**src/rtl/hazard_fwd_unit.sv**
```systemverilog
// rtl/hazard_fwd_unit.sv - load-use stall, branch flush and ALU operand forwarding control
// Shadows EX/MEM and MEM/WB destination fields internally and counts stall/flush cycles.
module hazard_fwd_unit #(
  parameter int FLUSH_CYCLES = 2,
  parameter int CNT_W        = 16
) (
  input  logic             clk,
  input  logic             reset,
  input  logic [4:0]       Rs1_fo,
  input  logic [4:0]       Rs2_fo,
  input  logic [4:0]       Rs1_do,
  input  logic [4:0]       Rs2_do,
  input  logic [4:0]       Rd_do,
  input  logic             Reg_wr_do,
  input  logic             Mem_rd_do,
  input  logic             Branch_taken,
  output logic             Stall,
  output logic             Bubble,
  output logic             Flush_ifid,
  output logic [1:0]       Fwd_a,
  output logic [1:0]       Fwd_b,
  output logic             Hazard_err,
  output logic [CNT_W-1:0] Stall_cnt,
  output logic [CNT_W-1:0] Flush_cnt
);

  typedef enum logic {RUN, FLUSH} state_e;

  state_e           state_q, state_d;
  logic [1:0]       cnt_q, cnt_d;
  logic [4:0]       exm_rd_q, mwb_rd_q;
  logic             exm_wr_q, exm_ld_q, mwb_wr_q;
  logic             err_q, err_d;
  logic [CNT_W-1:0] stall_cnt_q, stall_cnt_d;
  logic [CNT_W-1:0] flush_cnt_q, flush_cnt_d;

  logic lu;
  logic exm_hit_a, exm_hit_b, mwb_hit_a, mwb_hit_b;
  logic stall_c, bubble_c, flush_c;

  assign exm_hit_a = exm_wr_q && (exm_rd_q != 5'd0) && (exm_rd_q == Rs1_do);
  assign exm_hit_b = exm_wr_q && (exm_rd_q != 5'd0) && (exm_rd_q == Rs2_do);
  assign mwb_hit_a = mwb_wr_q && (mwb_rd_q != 5'd0) && (mwb_rd_q == Rs1_do);
  assign mwb_hit_b = mwb_wr_q && (mwb_rd_q != 5'd0) && (mwb_rd_q == Rs2_do);

  assign Fwd_a = exm_hit_a ? 2'b10 : (mwb_hit_a ? 2'b01 : 2'b00);
  assign Fwd_b = exm_hit_b ? 2'b10 : (mwb_hit_b ? 2'b01 : 2'b00);

  assign lu = Mem_rd_do && (Rd_do != 5'd0) && ((Rd_do == Rs1_fo) || (Rd_do == Rs2_fo));

  always_comb begin
    state_d  = state_q;
    cnt_d    = cnt_q;
    stall_c  = 1'b0;
    bubble_c = 1'b0;
    flush_c  = 1'b0;
    case (state_q)
      RUN: begin
        // A taken branch squashes the dependent instruction anyway, so it beats load-use.
        if (Branch_taken) begin
          flush_c  = 1'b1;
          bubble_c = 1'b1;
          if (FLUSH_CYCLES > 1) begin
            state_d = FLUSH;
            cnt_d   = 2'(FLUSH_CYCLES - 1);
          end
        end else if (lu) begin
          stall_c  = 1'b1;
          bubble_c = 1'b1;
        end
      end
      FLUSH: begin
        flush_c  = 1'b1;
        bubble_c = 1'b1;
        cnt_d    = cnt_q - 2'd1;
        if (cnt_q <= 2'd1) begin
          state_d = RUN;
        end
      end
      default: state_d = RUN;
    endcase
  end

  // Gating by reset makes controls drop the instant reset asserts, regardless of inputs.
  assign Stall      = stall_c  & reset;
  assign Bubble     = bubble_c & reset;
  assign Flush_ifid = flush_c  & reset;

  assign err_d       = err_q | (exm_ld_q & (exm_hit_a | exm_hit_b));
  assign stall_cnt_d = (stall_c && (stall_cnt_q != {CNT_W{1'b1}}))
                       ? stall_cnt_q + {{(CNT_W-1){1'b0}}, 1'b1} : stall_cnt_q;
  assign flush_cnt_d = (flush_c && (flush_cnt_q != {CNT_W{1'b1}}))
                       ? flush_cnt_q + {{(CNT_W-1){1'b0}}, 1'b1} : flush_cnt_q;

  always_ff @(posedge clk or negedge reset) begin
    if (!reset) begin
      state_q     <= RUN;
      cnt_q       <= 2'd0;
      exm_rd_q    <= 5'd0;
      exm_wr_q    <= 1'b0;
      exm_ld_q    <= 1'b0;
      mwb_rd_q    <= 5'd0;
      mwb_wr_q    <= 1'b0;
      err_q       <= 1'b0;
      stall_cnt_q <= '0;
      flush_cnt_q <= '0;
    end else begin
      state_q     <= state_d;
      cnt_q       <= cnt_d;
      exm_rd_q    <= Rd_do;
      exm_wr_q    <= Reg_wr_do;
      exm_ld_q    <= Mem_rd_do;
      mwb_rd_q    <= exm_rd_q;
      mwb_wr_q    <= exm_wr_q;
      err_q       <= err_d;
      stall_cnt_q <= stall_cnt_d;
      flush_cnt_q <= flush_cnt_d;
    end
  end

  assign Hazard_err = err_q;
  assign Stall_cnt  = stall_cnt_q;
  assign Flush_cnt  = flush_cnt_q;

endmodule

```
**config.mk**
```make
export PLATFORM = sky130hd
export DESIGN_NAME = hazard_fwd_unit
export DESIGN_NICKNAME = d
export VERILOG_FILES = /design/src/rtl/hazard_fwd_unit.sv
export SDC_FILE = /design/constraint.sdc
export NUM_CORES = 1
export LEC_CHECK = 0
export CORE_MARGIN = 8
export CORE_UTILIZATION = 43
export DETAILED_ROUTE_END_ITERATION = 7
export PLACE_DENSITY = 0.78
export RECOVER_POWER = 25
export SLEW_MARGIN = 20
export SYNTH_ARGS = -nofsm -noshare
export SYNTH_HDL_FRONTEND = slang
export SYNTH_SLANG_ARGS = --single-unit
```
**constraint.sdc**
```tcl
create_clock -name clk -period 1.65 [get_ports clk]
set_clock_uncertainty 0.05 [all_clocks]
set_input_delay 0.33 -clock clk [delete_from_list [all_inputs] [get_ports clk]]
set_output_delay 0.33 -clock clk [all_outputs]
set_load 0.005 [all_outputs]
```
==> results.md, run 1 <==
- Area added between synthesis and finish: 79.0%
- Cell taking the most area after synthesis: dfrtp_1
- Avg Inst Size Synth: between 10 and 15 sq um
- Main area contributors after synthesis: dfrtp_1 (49%), xnor2_1 (14%), xor2_1 (6.4%)
- Crit start category: register
- Number of global-route vias before repair: ~2500
- Via count normalized by instance count: 5.12
- Maximum cell stage delay along the critical path: ~0.56 ns
- Power dissipated by switching net loads: 1070 uW
- Power share of the clock group: 23.6%
- Final global-route overflow total: 0
- Clock latency reported for the late side of the worst-skew pair: 0.29 ns
- Net Count, Synth: roughly 260
- Period Utilization, post-route: 143%
- Leakage power total: between 0.002 and 0.0025 uW
- Standard-cell rows: 27
- Final critical path time including I/O delays and setup: 2.36 ns
- Initial DRC Count: 46
- Remaining number of nets flagged by the antenna check after routing: 0
- Final Wtd Congestion: between 0.8 and 0.9
- Worst Setup Slack, final: -0.714 ns
- Count of placed standard cells in the final layout, fillers left out: 471
- Status: finished, violations left
- Level count of the clock H-tree: 2
- Maximum clock frequency: roughly 0.42 GHz
- First-pass iteration count of the detailed router: 4
- Number of vias in the routed layout: 2410
- Post-synthesis instance total: ~220
- DRC violation count after routing: 0
- Seq/Total Area, Yosys: 49.4%
- MaxCap Viol Count: 0
- Transition time at the pin with the least slew margin: approximately 1.2 ns
- Routed WL: just over 8000 microns
- Maximum buffer depth of the clock tree: 2
- Total instance count after detailed placement: about 430
- Clock Root Buffer: clkbuf_8
- TritonCTS clock tree: yes
- Wire per inst: ~18 microns
- Count of boundary I/O pins: 70
- Path type of the worst setup path: register to primary output
- Worst path buffer plus inverter count: 3
- Sequential share of power: roughly two fifths
- RSZ-0062 raised after global routing: yes
- Initial Utilization: between 40% and 50%
- Most frequent CP cell: nor4_4
- Arr. time, crit path: 1.98 ns
- HPWL after detailed placement: roughly 5300 microns
- Flops & latches, synth: 49
- Setup TNS after final layout: -6.50 ns
- RR Startpoint: Stall_cnt[0]
- Count of input and output buffers: 69
- NumNets Final: 430
- Total of warnings raised by yosys: 0
- Start point of the worst hold path: Rd_do[4]
- Switching share of power: a little under 30%
- Largest net degree at the start of global routing: 24
- Portion of total power attributed to combinational logic: between 30% and 40%
- Top fanout value on the critical path: 2
- Hold Fails Final Rpt: 0
- R2r setup slk: -0.35 ns
- Highest-delay cell along the critical path: or4_4
- Final design instance area without fill: between 0.004 and 0.005 sq mm
- CP Data Required Time: 1.27 ns
- Combined area of all synthesized cells: 0.00248 sq mm
- Cts bufs inserted: 5
- Standard cell core area: 0.00554 sq mm
- Floorplan die height: a little over 90 microns
- Failing checks: setup timing
- Min-delay worst type: input port to register
- Ordered list of cells on the worst path: or4_4, o21ai_4, buf_6, nor4_4, buf_4, nor4_4, buf_2
- Number of setup violations in the final report: 23
- Crit path max-delay family: simple AND/OR/NAND/NOR gates
- Register clock-pin slew on the reported worst setup and hold paths: around 0.080 ns
- Area share of the largest cell type after synthesis: between 40% and 50%
- Layout cell share with drive strength beyond 1: just over 40%
- Worst slack on hold paths: around 0.15 ns
- PD cells: 832 mW/mm^2
- Antenna violations before repair: 1
- CTS sink cnt: between 40 and 50
- Die Span X: just over 90 microns
- First-pass GRT wire length: approximately 12000 microns
- Endpoint kind of the worst setup timing path: primary output
- Cell area after placement: 0.00384 sq mm
- Critical path origin: exm_rd_q[4]
- Library cells used by synthesis: 40
- Final number of max-transition violations: 0
- Global Route Usage Sum: 16.5%
- Cell-internal power: 2620 uW
- Max transition margin: 22.1%
- Maximum resistive drop on vdd: a little under 0.0007 V
- Total Die Area: ~0.0085 sq mm
logic make-up after synthesis:
kind of cell,count (synthesis),synth area share (%)
and+or+nand+nor,85,20.1
adders and majority gates,3,1.51
muxes,3,1.36
AOI/OAI and AO/OA,13,4.54
DFF,49,49.4
buffers and inverters,10,2.22
xor gates and xnor gates,59,20.8
cell type report:
cell class	count	area, sq um
Tap cell	72	90.1
Clock buffer	7	86.3
Inverter	5	18.8
Timing Repair Buffer	173	1470
Clock inverter	1	30.0
Multi-Input combinational cell	163	1510
Sequential cell	49	1230
Fill cell	340	1100
Antenna cell	1	2.50
layout by cell type (no fill, tap or decap), types with 3 or more instances in the layout:
cell             synthesis  layout
buf_6                    1      16
dlymetal6s2s_1           0       6
clkdlybuf4s50_1          0      17
or4_4                    1       3
and3_1                   6       6
nor2_1                   9       7
nand3_4                  0       4
clkbuf_1                 0       8
dlygate4sd2_1            0      33
nand4_1                 11      11
inv_1                    5       5
dfrtp_1                 49      46
buf_2                    2       6
xor2_1                  18      18
xnor2_2                  0       8
clkbuf_8                 0       6
xnor2_1                 41      33
nand3_2                  1       6
nand2_1                 12      11
dfrtp_2                  0       3
nor4_4                   0       4
buf_4                    2      79
nand3_1                 22      13
final timing paths:
kind,endpoint,cells after the start
worst min register to register,mwb_wr_q,0
max in group asynchronous,Flush_cnt[8],2
worst max-delay path,Fwd_a[0],7
worst min-delay path,exm_rd_q[4],1
min in group asynchronous,cnt_q[0],2
worst max register to register,Stall_cnt[10],8
cells in the mapped netlist, drive strengths merged:
cell and count:
ha 3, o31ai 1, and4 2, inv 5, o21ai 4, mux2 3
nand2 12, nand4b 2, nand3b 1, nor2 10, dfrtp 49, o2111ai 1
nand2b 1, nor3b 2, a21oi 1, nand4 11, o22ai 2, xor2 18
a311oi 2, and3 6, or4 5, nor2b 1, buf 5, nor4bb 1
and2b 1, a41oi 1, o21a 1, xnor2 41, and2 1, nand3 23
nor3 1, nor4 5
state kept, by name, indices dropped and copies added, names as in the netlist:
name	cells
Flush_cnt	16
Hazard_err	1
Stall_cnt	16
cnt_q	2
exm_ld_q	1
exm_rd_q	5
exm_wr_q	1
mwb_rd_q	5
mwb_wr_q	1
state_q	1
power by group through the flow:
| stage | combinational (uW) | sequential, uW | clock (uW) |
|---|---|---|---|
| after global placement | 1070 | 1500 | 0 |
| after detailed placement | 1120 | 1510 | 0 |
| after global routing | 1430 | 1510 | 947 |
| after floorplan | 363 | 1550 | 0 |
| after CTS | 1100 | 1500 | 883 |
| final | 1320 | 1500 | 872 |
stage by stage:
stage                     utilization, %  total power (uW)  setup slack [ns]
after global routing                80.1              3890            -0.793
final                               80.1              3690            -0.714
after CTS                           74.7              3480            -0.698
after global placement              69.3              2580             -1.02
after detailed placement            69.3              2630             -1.03
after floorplan                        -              1920            -0.131
layer usage:
metal	up-vias	wire, microns	share of wire, %	GRT usage, %
met1	1204	3260	39	18.3
met5	-	0	0	0
met2	56	4560	55	31.2
met4	0	139	1.7	3.22
li1	1136	-	-	-
met3	14	307	3.7	3.67
what timing repair did:
| item | in CTS | in global routing |
|---|---|---|
| hold endpoints to repair | 2 | 0 |
| buffers inserted | 14 | 23 |
| cloned | 1 | 0 |
| endpoints found under the setup margin | 56 | 40 |
| gates resized for setup | 106 | 46 |
| pin swaps | 42 | 26 |
| hold buffers | 2 | 0 |
Power figures use the tool's default switching activity.
==> run 2, diff against run 1 <==
--- a/config.mk
+++ b/config.mk
@@ -8,6 +8,7 @@
 export CORE_MARGIN = 8
 export CORE_UTILIZATION = 43
 export DETAILED_ROUTE_END_ITERATION = 7
+export HOLD_SLACK_MARGIN = 0.15
 export PLACE_DENSITY = 0.78
 export RECOVER_POWER = 25
 export SLEW_MARGIN = 20
==> run 2 against run 1 <==
  * The flow still finishes with violations (setup timing)
  * Non-clock buffer count increased by 1
  * Sequential share of layout area unchanged
  * Clock power about the same
  * First-iteration DRC count increased by 37%
  * Final cell count increased by 0.21%
  * Design area unchanged
  * Sequential power about the same
  * Sequential cell count unchanged
  * Total power decreased by 0.20%
  * Register-to-register slack improved by 0.02 ns
==> results.md, run 2 (synthesized netlist as in run 1, its figures left out) <==
- Status: finished, violations left
- Failing checks: setup timing
- Initial Utilization: 44.8% (unchanged)
- Leakage power total: 0.00216 uW (-0.17%)
- Leading cell type in the layout, fill and taps excluded: buf_4
- Cts bufs inserted: 5 (unchanged)
- Final global-route overflow total: 0 (unchanged)
- Portion of total power attributed to combinational logic: 35.7% (about the same)
- Path type of the worst setup path: register to primary output
- Floorplan die height: 91.9 microns (unchanged)
- Max transition margin: 69.7% (+48 points)
- Worst Setup Slack, final: -0.717 ns (-0.00318 ns)
- Via count normalized by instance count: 5.09 (-0.58%)
- Clock latency reported for the late side of the worst-skew pair: 0.30 ns (about the same)
- Global Route Usage Sum: 16.5% (+0.034 points)
- CP Data Required Time: 1.27 ns (about the same)
- Pre-CTS setup slack: -1.03 ns (unchanged)
- Power consumption: 3680 uW (-0.20%)
- DRC violation count after routing: 0 (unchanged)
- Endpoint kind of the worst setup timing path: primary output
- First-pass iteration count of the detailed router: 4 (unchanged)
- Commonest cells after routing, fill and taps aside: buf_4 (76), dfrtp_1 (46), xnor2_1 (33), dlygate4sd2_1 (33), xor2_1 (18)
- Level count of the clock H-tree: 2 (unchanged)
- NumNets Final: 431 (+0.23%)
- Largest net degree at the start of global routing: 24 (unchanged)
- Number of global-route vias before repair: 2493 (-0.12%)
- Maximum buffer depth of the clock tree: 2 (unchanged)
- Wire per inst: 17.5 microns (-0.44%)
- Remaining number of nets flagged by the antenna check after routing: 0 (unchanged)
- Period Utilization, post-route: 143% (+0.19 points)
- Top fanout value on the critical path: 2 (unchanged)
- Final number of max-transition violations: 0 (unchanged)
- Number of setup violations in the final report: 28 (+22%)
- HPWL after detailed placement: 5290 microns (unchanged)
- Maximum clock frequency: 0.422 GHz (-0.13%)
- CTS sink cnt: 49 (unchanged)
- Standard-cell rows: 27 (unchanged)
- Die Span X: 91.9 microns (unchanged)
- Clock Root Buffer: clkbuf_8
- MaxCap Viol Count: 0 (unchanged)
- Total Die Area: 0.00845 sq mm (unchanged)
- Switching share of power: 29.1% (about the same)
- PD cells: 830 mW/mm^2 (-0.20%)
- Layout cell share with drive strength beyond 1: 40.4% (-0.60 points)
- Power share of the clock group: 23.7% (about the same)
- Initial DRC Count: 63 (+37%)
- Crit start category: register
- Area added between synthesis and finish: 79.0% (unchanged)
- Power dissipated by switching net loads: 1070 uW (-0.18%)
- Register clock-pin slew on the reported worst setup and hold paths: 0.09 ns (about the same)
- Final Wtd Congestion: 0.897 (unchanged)
- TritonCTS clock tree: yes
- Count of boundary I/O pins: 70 (unchanged)
- Maximum resistive drop on vdd: 0.000683 V (about the same)
- Routed WL: 8240 microns (-0.23%)
- Number of vias in the routed layout: 2401 (-0.37%)
- RSZ-0062 raised after global routing: yes
- Sequential share of power: 40.6% (about the same)
- R2r setup slk: -0.33 ns (+0.02 ns)
- Standard cell core area: 0.00554 sq mm (unchanged)
- Arr. time, crit path: 1.99 ns (about the same)
- Hold Fails Final Rpt: 0 (unchanged)
- Cell-internal power: 2610 uW (-0.21%)
- Min-delay worst type: input port to register
- Worst slack on hold paths: 0.308 ns (+0.162 ns)
- Transition time at the pin with the least slew margin: 0.455 ns (-0.714 ns)
- Antenna violations before repair: 1 (unchanged)
- Count of input and output buffers: 69 (unchanged)
- Final core utilization: 80.1% (unchanged)
- First-pass GRT wire length: 11600 microns (about the same)
- Final critical path time including I/O delays and setup: 2.37 ns (+0.00318 ns)
## run 2: power groups by stage
| stage | logic (uW) | registers (uW) | clock network (uW) |
|---|---|---|---|
| after detailed placement | 1120 | 1510 | 0 |
| after CTS | 1100 | 1500 | 883 |
| after global routing | 1420 | 1510 | 947 |
| after floorplan | 363 | 1550 | 0 |
| after global placement | 1070 | 1500 | 0 |
| final | 1320 | 1500 | 872 |
## run 2: timing repair
item	CTS	global route
gates resized for setup	106	46
cloned	1	0
hold endpoints to repair	50	1
hold buffers	2	1
setup buffers	14	23
pin swaps	42	26
setup endpoints to repair	56	40
## run 2: stage by stage
stage / instances / cell area (sq um) / setup TNS, ns
global placement: 431 / 3840 / -18.93
finish: 472 / 4440 / -7.25
floorplan: 222 / 2550 / -1.25
global route: 472 / 4440 / -9.32
CTS: 455 / 4140 / -4.57
detailed placement: 431 / 3840 / -20.05
## run 2: layout make-up
cell class | count | area, sq um
multi-input combinational | 163 | 1510
timing repair buffer | 174 | 1470
sequential | 49 | 1230
fill | 338 | 1100
tap | 72 | 90.1
clock buffer | 7 | 86.3
clock inverter | 1 | 30.0
inverter | 5 | 18.8
antenna | 1 | 2.50
## run 2: per-layer routing
| layer | part of all wire (%) | track usage, % | wire length (microns) | vias to the layer above |
|---|---|---|---|---|
| met5 | 0 | 0 | 0 | - |
| met4 | 1.0 | 2.95 | 86 | 0 |
| met3 | 3.3 | 3.50 | 271 | 10 |
| met2 | 56 | 31.3 | 4610 | 53 |
| met1 | 40 | 18.5 | 3270 | 1201 |
| li1 | - | - | - | 1137 |
## run 2: final timing paths
kind                                      end         start  depth (start not counted)
worst max-delay path                 Fwd_a[0]   exm_rd_q[4]                          7
min in group asynchronous       Stall_cnt[14]         reset                          2
max in group asynchronous        Flush_cnt[3]         reset                          3
worst min-delay path              exm_rd_q[3]      Rd_do[3]                          2
worst max register to register  Stall_cnt[10]  Stall_cnt[0]                          8
worst min register to register       mwb_wr_q      exm_wr_q                          0
## run 2: worst max-delay path, cell delays in order (launching register included)
cell and delay (ns):
dfrtp_1 0.39, or4_4 0.56, o21ai_4 0.18, buf_6 0.12
nor4_4 0.04, buf_4 0.14, nor4_4 0.11, buf_2 0.15
==> run 3, diff against run 2 <==
--- a/config.mk
+++ b/config.mk
@@ -5,11 +5,13 @@
 export SDC_FILE = /design/constraint.sdc
 export NUM_CORES = 1
 export LEC_CHECK = 0
+export ABC_AREA = 1
 export CORE_MARGIN = 8
-export CORE_UTILIZATION = 43
+export CORE_UTILIZATION = 45
+export CTS_CLUSTER_SIZE = 40
 export DETAILED_ROUTE_END_ITERATION = 7
 export HOLD_SLACK_MARGIN = 0.15
-export PLACE_DENSITY = 0.78
+export PLACE_DENSITY = 0.79
 export RECOVER_POWER = 25
 export SLEW_MARGIN = 20
 export SYNTH_ARGS = -nofsm -noshare
==> run 3 against run 2 <==
  * The run still ends with setup timing left
  * Worst setup slack better by 0.45 ns
  * Critical endpoint unchanged
  * Final cell count is 24% higher
  * Clock power is 16% lower
  * Sequential power hardly changed
  * Worst hold slack worse by 0.094 ns
==> results.md, run 3 <==
- Status: finished, violations left
- Failing checks: setup timing
- Met1 Track Usage GR: 19.4% (+0.89 points)
- Wire per inst: 14.2 microns (-18%)
- Worst path buffer plus inverter count: 1 (-2)
- Path type of the worst setup path: register to primary output
- Net Count, Synth: 395 (+55%)
- Min-delay worst type: input port to register
- Worst Hold End: exm_rd_q[1]
- Combined area of all synthesized cells: 0.00279 sq mm (+13%)
- TritonCTS clock tree: yes
- Power consumption: 3640 uW (-1.1%)
- Maximum resistive drop on vdd: 0.000500 V (-27%)
- Global route hottest layer: met2
- Initial Utilization: 46.8% (+2.1 points)
- NumNets Final: 540 (+25%)
- PD cells: 850 mW/mm^2 (+2.5%)
- Clock Root Buffer: clkbuf_8
- Dominant synthesized flop cell: dfrtp_1
- # hold bufs at CTS: 0 (-2)
- Start point of the worst hold path: Rd_do[1]
- Total of warnings raised by yosys: 0 (unchanged)
- Met2 track utilization from global routing: 32.0% (+0.69 points)
- Standard-cell rows: 28 (+3.7%)
- DRC violation count after routing: 0 (unchanged)
- Count of input and output buffers: 69 (unchanged)
- Hold Fails Final Rpt: 0 (unchanged)
- Area of combinational cells with multiple inputs: 0.00156 sq mm (+3.2%)
- Ordered list of cells on the worst path: xor2_1, nor3_1, nand3_1, nor3_2, buf_2
- Hold Path Depth: 2 (unchanged)
- Cts bufs inserted: 5 (unchanged)
- Number of vias in the routed layout: 2876 (+20%)
- Routed WL: 8300 microns (+0.73%)
- Die Span X: 94.7 microns (+3.0%)
- Layout cell share with drive strength beyond 1: 29.7% (-11 points)
- Antenna violations before repair: 0 (-1)
- Crit start category: register
- Leading cell type in the layout, fill and taps excluded: nand2_1
- Avg Inst Size Synth: 7.71 sq um (-31%)
- Max transition margin: 20.3% (-49 points)
- Top fanout value on the critical path: 3 (+1)
- Maximum cell stage delay along the critical path: 0.42 ns (-0.14 ns)
- Area added between synthesis and finish: 53.5%
- Clock latency reported for the late side of the worst-skew pair: 0.31 ns (about the same)
- Pre-CTS setup slack: -0.825 ns (+0.206 ns)
- Number of setup violations in the final report: 8 (-71%)
- Global Route Usage Sum: 17.4% (+0.90 points)
- Seq/Total Area, Yosys: 43.9% (-5.5 points)
- Area share of the largest cell type after synthesis: 43.9% (-5.5 points)
- Library cells used by synthesis: 20 (-50%)
- R2r setup slk: 0.07 ns (+0.40 ns)
- Endpoint kind of the worst setup timing path: primary output
- Cell taking the most area after synthesis: dfrtp_1
- RR Startpoint: Flush_cnt[11]
- Worst Setup Slack, final: -0.271 ns (+0.447 ns)
- Top cells by count, synth: nand2_1 (127), dfrtp_1 (49), inv_1 (41), nor2_1 (38), xnor2_1 (27)
- First-pass iteration count of the detailed router: 4 (unchanged)
- CTS sink cnt: 49 (unchanged)
- Worst r2r dst: Flush_cnt[0]
- Flops & latches, synth: 49 (unchanged)
- Period Utilization, post-route: 116% (-27 points)
- Maximum clock frequency: 0.521 GHz (+23%)
- Count of cells along the worst register-to-register path: 7 (-1)
- Arr. time, crit path: 1.54 ns (-0.45 ns)
- Total Die Area: 0.00898 sq mm (+6.2%)
- Remaining number of nets flagged by the antenna check after routing: 0 (unchanged)
- Level count of the clock H-tree: 2 (unchanged)
- Final number of max-transition violations: 0 (unchanged)
- Post-synthesis instance total: 362 (+63%)
- Floorplan die height: 94.7 microns (+3.0%)
- Main area contributors after synthesis: dfrtp_1 (44%), nand2_1 (17%), xnor2_1 (8.5%)
- Highest-delay cell along the critical path: dfrtp_1
- First-pass GRT wire length: 12700 microns (+9.3%)
- Final Wtd Congestion: 0.930 (+3.7%)
- Crit path max-delay family: simple AND/OR/NAND/NOR gates
- Maximum buffer depth of the clock tree: 2 (unchanged)
- Largest net degree at the start of global routing: 50 (+110%)
- Final global-route overflow total: 0 (unchanged)
- Number of global-route vias before repair: 2928 (+17%)
- Fillcell total: 479 (+42%)
- MaxCap Viol Count: 0 (unchanged)
- Register clock-pin slew on the reported worst setup and hold paths: 0.09 ns (about the same)
- # diodes: 0 (-1)
- Transition time at the pin with the least slew margin: 1.19 ns (+0.740 ns)
- Setup TNS after final layout: -1.18 ns (+6.06 ns)
- Final core utilization: 71.9% (-8.2 points)
- Count of boundary I/O pins: 70 (unchanged)
- Final critical path time including I/O delays and setup: 1.92 ns (-0.447 ns)
- Leakage power total: 0.00226 uW (+4.4%)
- Commonest cells after routing, fill and taps aside: nand2_1 (123), buf_4 (61), dfrtp_1 (46)
- Initial DRC Count: 131 (+110%)
- Via count normalized by instance count: 4.93 (-3.0%)
- Met3 capacity usage during global routing: 4.21% (+0.70 points)
- RSZ-0062 raised after global routing: yes
- HPWL after detailed placement: 5580 microns (+5.5%)
- FFs w/ async S/R, synth: 100% (unchanged)
- Register cell area after layout: 0.00123 sq mm (unchanged)
- CP Data Required Time: 1.27 ns (about the same)
- Number of synthesized flops with an enable pin: 0 (unchanged)
- Standard cell core area: 0.00596 sq mm (+7.5%)
- Dominant cell by count in the synthesized netlist: nand2_1
## run 3: cell types whose count changed after synthesis, sizes merged, moves of 3 or more
cell   before  now
mux2        3    0
xnor2      41   27
nor4        5    0
or4         5    0
and3        6    0
nor3        1   12
nand2      12  129
nand3      23   15
nor2       10   39
inv         5   45
xor2       18   23
## run 3: through the flow
stage	instance area (sq um)	instances	hold slack, ns
after CTS	4080	572	0.156
after floorplan	2790	362	-0.0156
after detailed placement	3790	534	0.315
after global placement	3790	534	0.307
after global routing	4280	583	0.205
final	4280	583	0.214
## run 3: timing repair
action / CTS / global route
pin swaps: 27 / 22
endpoints found under the setup margin: 51 / 42
setup buffers: 30 / 11
resized for setup: 113 / 60
## run 3: cells by family (layout without fill, tap and decap cells)
logic type,after synthesis,after routing,share of synthesized area (%)
and+or+nand+nor,204,204,30.5
xor gates and xnor gates,50,50,15.7
DFF,49,49,43.9
buffers and inverters,49,195,7.26
AOI/OAI and AO/OA,7,7,1.26
adders and majority gates,3,3,1.35
## run 3: how the worst max path moves through the flow
stage | start | to | cells after the start
floorplan | Stall_cnt[0] | Stall_cnt[12] | 8
global placement | Rd_do[1] | Bubble | 10
detailed placement | Rd_do[1] | Stall | 10
CTS | exm_rd_q[2] | Fwd_a[0] | 9
global route | exm_rd_q[2] | Fwd_a[0] | 9
finish | mwb_rd_q[2] | Fwd_a[0] | 5
## run 3: layout make-up
cell class                      instances  area share, %
Timing Repair Buffer                  142           26.6
Multi-Input combinational cell        264           36.3
Inverter                               45           3.94
Tap cell                               75           2.19
Sequential cell                        49           28.7
Clock inverter                          3          0.613
Clock buffer                            5           1.61
## run 3: report_power, final
group	leakage (uW)	switching, uW	internal [uW]
sequential	0.000608	120	1370
clock	0.0000423	428	309
combinational	0.00160	670	745
## run 3: routing by layer
metal	wire [microns]	share of wire (%)
met1	3280	39
met5	0	0
met4	245	3.0
met3	512	6.2
met2	4270	51
## run 3: worst reg2reg max path, cell delays in order (launching register included)
cell     delay, ns
dfrtp_1       0.40
inv_1         0.10
nor3_4        0.26
nand3_1       0.15
nand2_4       0.16
buf_4         0.13
buf_4         0.11
xor2_2        0.14
==> edit 1 (config.mk and constraints of run 2) <==
`CNT_W`: 16 -> 18.
--- a/src/rtl/hazard_fwd_unit.sv
+++ b/src/rtl/hazard_fwd_unit.sv
@@ -4,3 +4,3 @@
   parameter int FLUSH_CYCLES = 2,
-  parameter int CNT_W        = 16
+  parameter int CNT_W        = 18
 ) (
Ports: changed (resized Flush_cnt and Stall_cnt); port bits go from 70 to 74. The function was not compared with the original's and may differ.
==> edit 1 against run 2 <==
Count of clock-buffer cells in the layout shrank 2. Sequential cell count rose by 4. The run still ends with setup timing left. Cell area is 5.4% higher. Clock power up 3.2%. Critical endpoint is now Fwd_b[0]. Total power grew 2.3%. Synthesized area grew 6.1%. Via count is 4.9% higher. Wire length up 2.8%. First-iteration DRC count increased by 81%. Global-route usage up 2.2 points. Setup slack improved by 0.081 ns. Register-to-register slack improved by 0.10 ns.
==> edit 1: results <==
detailed_routing:
  viasPerCell: 5.12
  wirelength_um: 8470
clock_network:
  cts_resized: 157
  worstSkewPairLatency_ns: 0.32
  postCtsSetupRepairBufs: 22
logic_synthesis:
  synth_common_cells: "dfrtp_1 (53), xor2_1 (32), xnor2_1 (28), nand2_1 (18), nor2_1 (12)"
  synth_top_family_by_area: "simple AND/OR/NAND/NOR gates"
  syn_nets: 270
  muxShareOfSynthArea: 0.0128
  synth-compound-area-share: 0.0395
  synthTopCellsByArea: "dfrtp_1 (50%), xor2_1 (11%), xnor2_1 (9.3%)"
  seq_area_frac_synth: 0.504
  postSynthCellCount: 237
  yosysUniqueCellTypes: 42
  yosys.area_share.xor_xnor: 0.200
  synth_fa_ha_area_frac: 0.0143
global_routing:
  antenna_found_initial: 0
  gr-usage-met3: 0.0400
  globalRouteTotalUtil: 0.187
  grt_use_met1: 0.201
  use_met2: 0.341
  grt_max_degree: 29
  grt_pass1_vias: 2758
  grt_pass1_wl_um: 13200
worst_hold_path:
  min_from: "Rd_do[2]"
  hold_path_depth: 2
  min_to: "exm_rd_q[2]"
timing:
  fin_ws_ns: -0.636
  finalSetupViolCount: 31
  whs_ns: 0.198
cells_and_area:
  fill_cells: 356
  sh_seq_area: 0.284
  antenna_cells: 0
  drive_gt1_frac: 0.468
  buffer_area_frac: 0.317
  final_nets: 449
  n_all_buffers: 177
  clkCellAreaFrac: 0.0246
  multi_input_cells: 176
  multiInputGateArea_mm2: 0.00165
  clock_buffers: 5
  instances_no_fill: 492
  nNonClkInverters: 3
worst_setup_path:
  r2r_slack_ns: -0.23
  r2r-end: "Stall_cnt[13]"
  crit-reg2reg-launch: "state_q"
  worstPathArrival_ns: 1.91
  slowest_delay_ns: 0.53
power:
  pwr-share-clk: 0.239
  seq_power_share: 0.418
  p_sw_frac: 0.303
  peakVddDrop_mv: 0.640
  p_leak_nw: 2.32
outcome:
  outcome: "complete, but fails checks"
  violations: "setup timing"
place:
  port_buffers: 73
  placed_cells: 461
  place_congestion: 0.814
[edit 1: per-stage QoR]
step	TNS [ns]	instance area, um2
4_1_cts	-6.03	4510
6_report	-6.20	4680
5_1_grt	-9.05	4680
2_1_floorplan	-0.614	2710
3_5_place_dp	-25.88	4100
3_3_place_gp	-24.49	4100
[edit 1: routing by layer]
metal	vias to the layer above	part of all wire
li1	1183	-
met1	1202	0.37
met2	103	0.53
met3	31	0.066
met4	0	0.034
met5	-	0
[edit 1: how the worst max path moves through the flow]
stage	startpoint	slack, ns	depth (start not counted)	end
3_3_place_gp	Rs1_do[1]	-1.00	5	Fwd_a[0]
3_5_place_dp	Rs2_do[1]	-1.03	5	Fwd_b[0]
4_1_cts	Rs2_do[1]	-0.63	5	Fwd_b[0]
2_1_floorplan	mwb_rd_q[1]	-0.07	3	Fwd_a[0]
5_1_grt	exm_rd_q[1]	-0.71	6	Fwd_b[0]
6_report	Rs2_do[4]	-0.64	5	Fwd_b[0]
==> edit 2 (settings of run 2) <==
Made on the original files. Make the reset (`reset`) synchronous in one clocked block.
--- a/src/rtl/hazard_fwd_unit.sv
+++ b/src/rtl/hazard_fwd_unit.sv
@@ -94,3 +94,3 @@
 
-  always_ff @(posedge clk or negedge reset) begin
+  always_ff @(posedge clk) begin
     if (!reset) begin
Behaviour: differs if reset is asserted again (counterexample within 4 cycles, from zero or initial values and one cycle with reset low); with reset held inactive, the same outputs for 10 cycles.
==> edit 2 against run 2 <==
The flow still finishes with violations (setup timing). Cell area up 6.3%. Setup slack better by 0.031 ns. Core utilization up 0.98 points. Wire length up 22%. Synthesized area up 2.8%. Sequential cell count unchanged. Critical endpoint is now Fwd_b[0].
Power is not compared: it rests on default switching activity, and its combinational part moved more than twofold at a synthesized area within 25%.
==> edit 2: results <==
worst_setup_path:
  worstPathArrival_ns: 1.96
  endpoint: "Fwd_b[0]"
  r2r_slack_ns: -0.47
  worst_r2r_path_depth: 6
  r2r-end: "Stall_cnt[14]"
  slowest_delay_ns: 0.54
  startpoint: "exm_rd_q[3]"
  crit-reg2reg-launch: "Stall_cnt[0]"
logic_synthesis:
  synth_most_common_cell: "dfxtp_1"
  syn_nets: 326
  synthTopCellsByArea: "dfxtp_1 (38%), xor2_1 (8.9%), or4_1 (4.7%)"
  postSynthCellCount: 293
  seq_area_frac_synth: 0.385
  synth_common_cells: "dfxtp_1 (49), xor2_1 (26), a21oi_1 (18), nor2_1 (18)"
  async_reset_ff_frac: 0
  yosysUniqueCellTypes: 44
place:
  place_congestion: 0.843
  hpwl_um: 5950
  placed_area_mm2: 0.00400
  dp_slack_ns: -1.15
  placed_cells: 507
timing:
  whs_ns: 0.178
  finalSetupTns_ns: -9.00
  fin_ws_ns: -0.687
  finalSetupViolCount: 34
  max_slew_margin: 0.631
detailed_routing:
  wirelength_um: 10000
  first_iter_violations: 152
  viasPerCell: 5.52
outcome:
  outcome: "complete, but fails checks"
  violations: "setup timing"
cells_and_area:
  drive_gt1_frac: 0.487
  final_nets: 488
  instances_no_fill: 532
global_routing:
  grt_pass1_wl_um: 14400
  antenna_found_initial: 0
  grt_pass1_vias: 3084
  globalRouteTotalUtil: 0.204
  grt_max_degree: 30
worst_hold_path:
  min_from: "Rd_do[1]"
  min_to: "exm_rd_q[1]"
-- edit 2: cell count changes in the layout (fill, tap and decap cells not counted), sizes merged, moves of 9 or more --
cell | before | now
xnor2 | 41 | 11
and2 | 1 | 14
o31ai | 1 | 10
dlymetal6s2s | 6 | 17
or4 | 5 | 16
a21oi | 1 | 18
dfxtp | 0 | 49
dfrtp | 49 | 0
-- edit 2: area by class of cell --
type                            count  area (um2)  share of cell area
Multi-Input combinational cell    221        1950               0.413
Antenna cell                        1        2.50            0.000531
Clock buffer                        7         108              0.0228
Tap cell                           75        93.8              0.0199
Timing Repair Buffer              169        1500               0.318
Inverter                            9        33.8             0.00716
Sequential cell                    49        1020               0.217
Clock inverter                      1        7.51             0.00159
-- edit 2: power by group through the flow --
stage	clock network, W	registers, W	logic (W)
final	0.000846	0.00124	0.000492
after floorplan	0	0.00126	0.000156
after global routing	0.000909	0.00124	0.000523
after detailed placement	0	0.00126	0.000372
after CTS	0.000853	0.00124	0.000437
after global placement	0	0.00126	0.000360
-- edit 2: timing repair --
item | 4_1_cts | 5_1_grt
cloned | 4 | 0
endpoints found under the setup margin | 60 | 53
buffers inserted | 10 | 8
pin swaps | 39 | 47
resized for setup | 147 | 87
-- edit 2: routing by layer --
layer,global-route usage,share of wire,vias up
met3,0.0529,0.059,28
met2,0.378,0.54,106
met5,0,0,-
met4,0.0711,0.027,0
li1,-,-,1385
met1,0.216,0.38,1418
-- edit 2: kinds of logic after synthesis --
kind of cell,share of synthesized area
compound gates,0.136
xor+xnor,0.127
fa+ha+maj,0.0147
buf+inv,0.0432
flops,0.385
mux,0.0196
simple gates,0.274
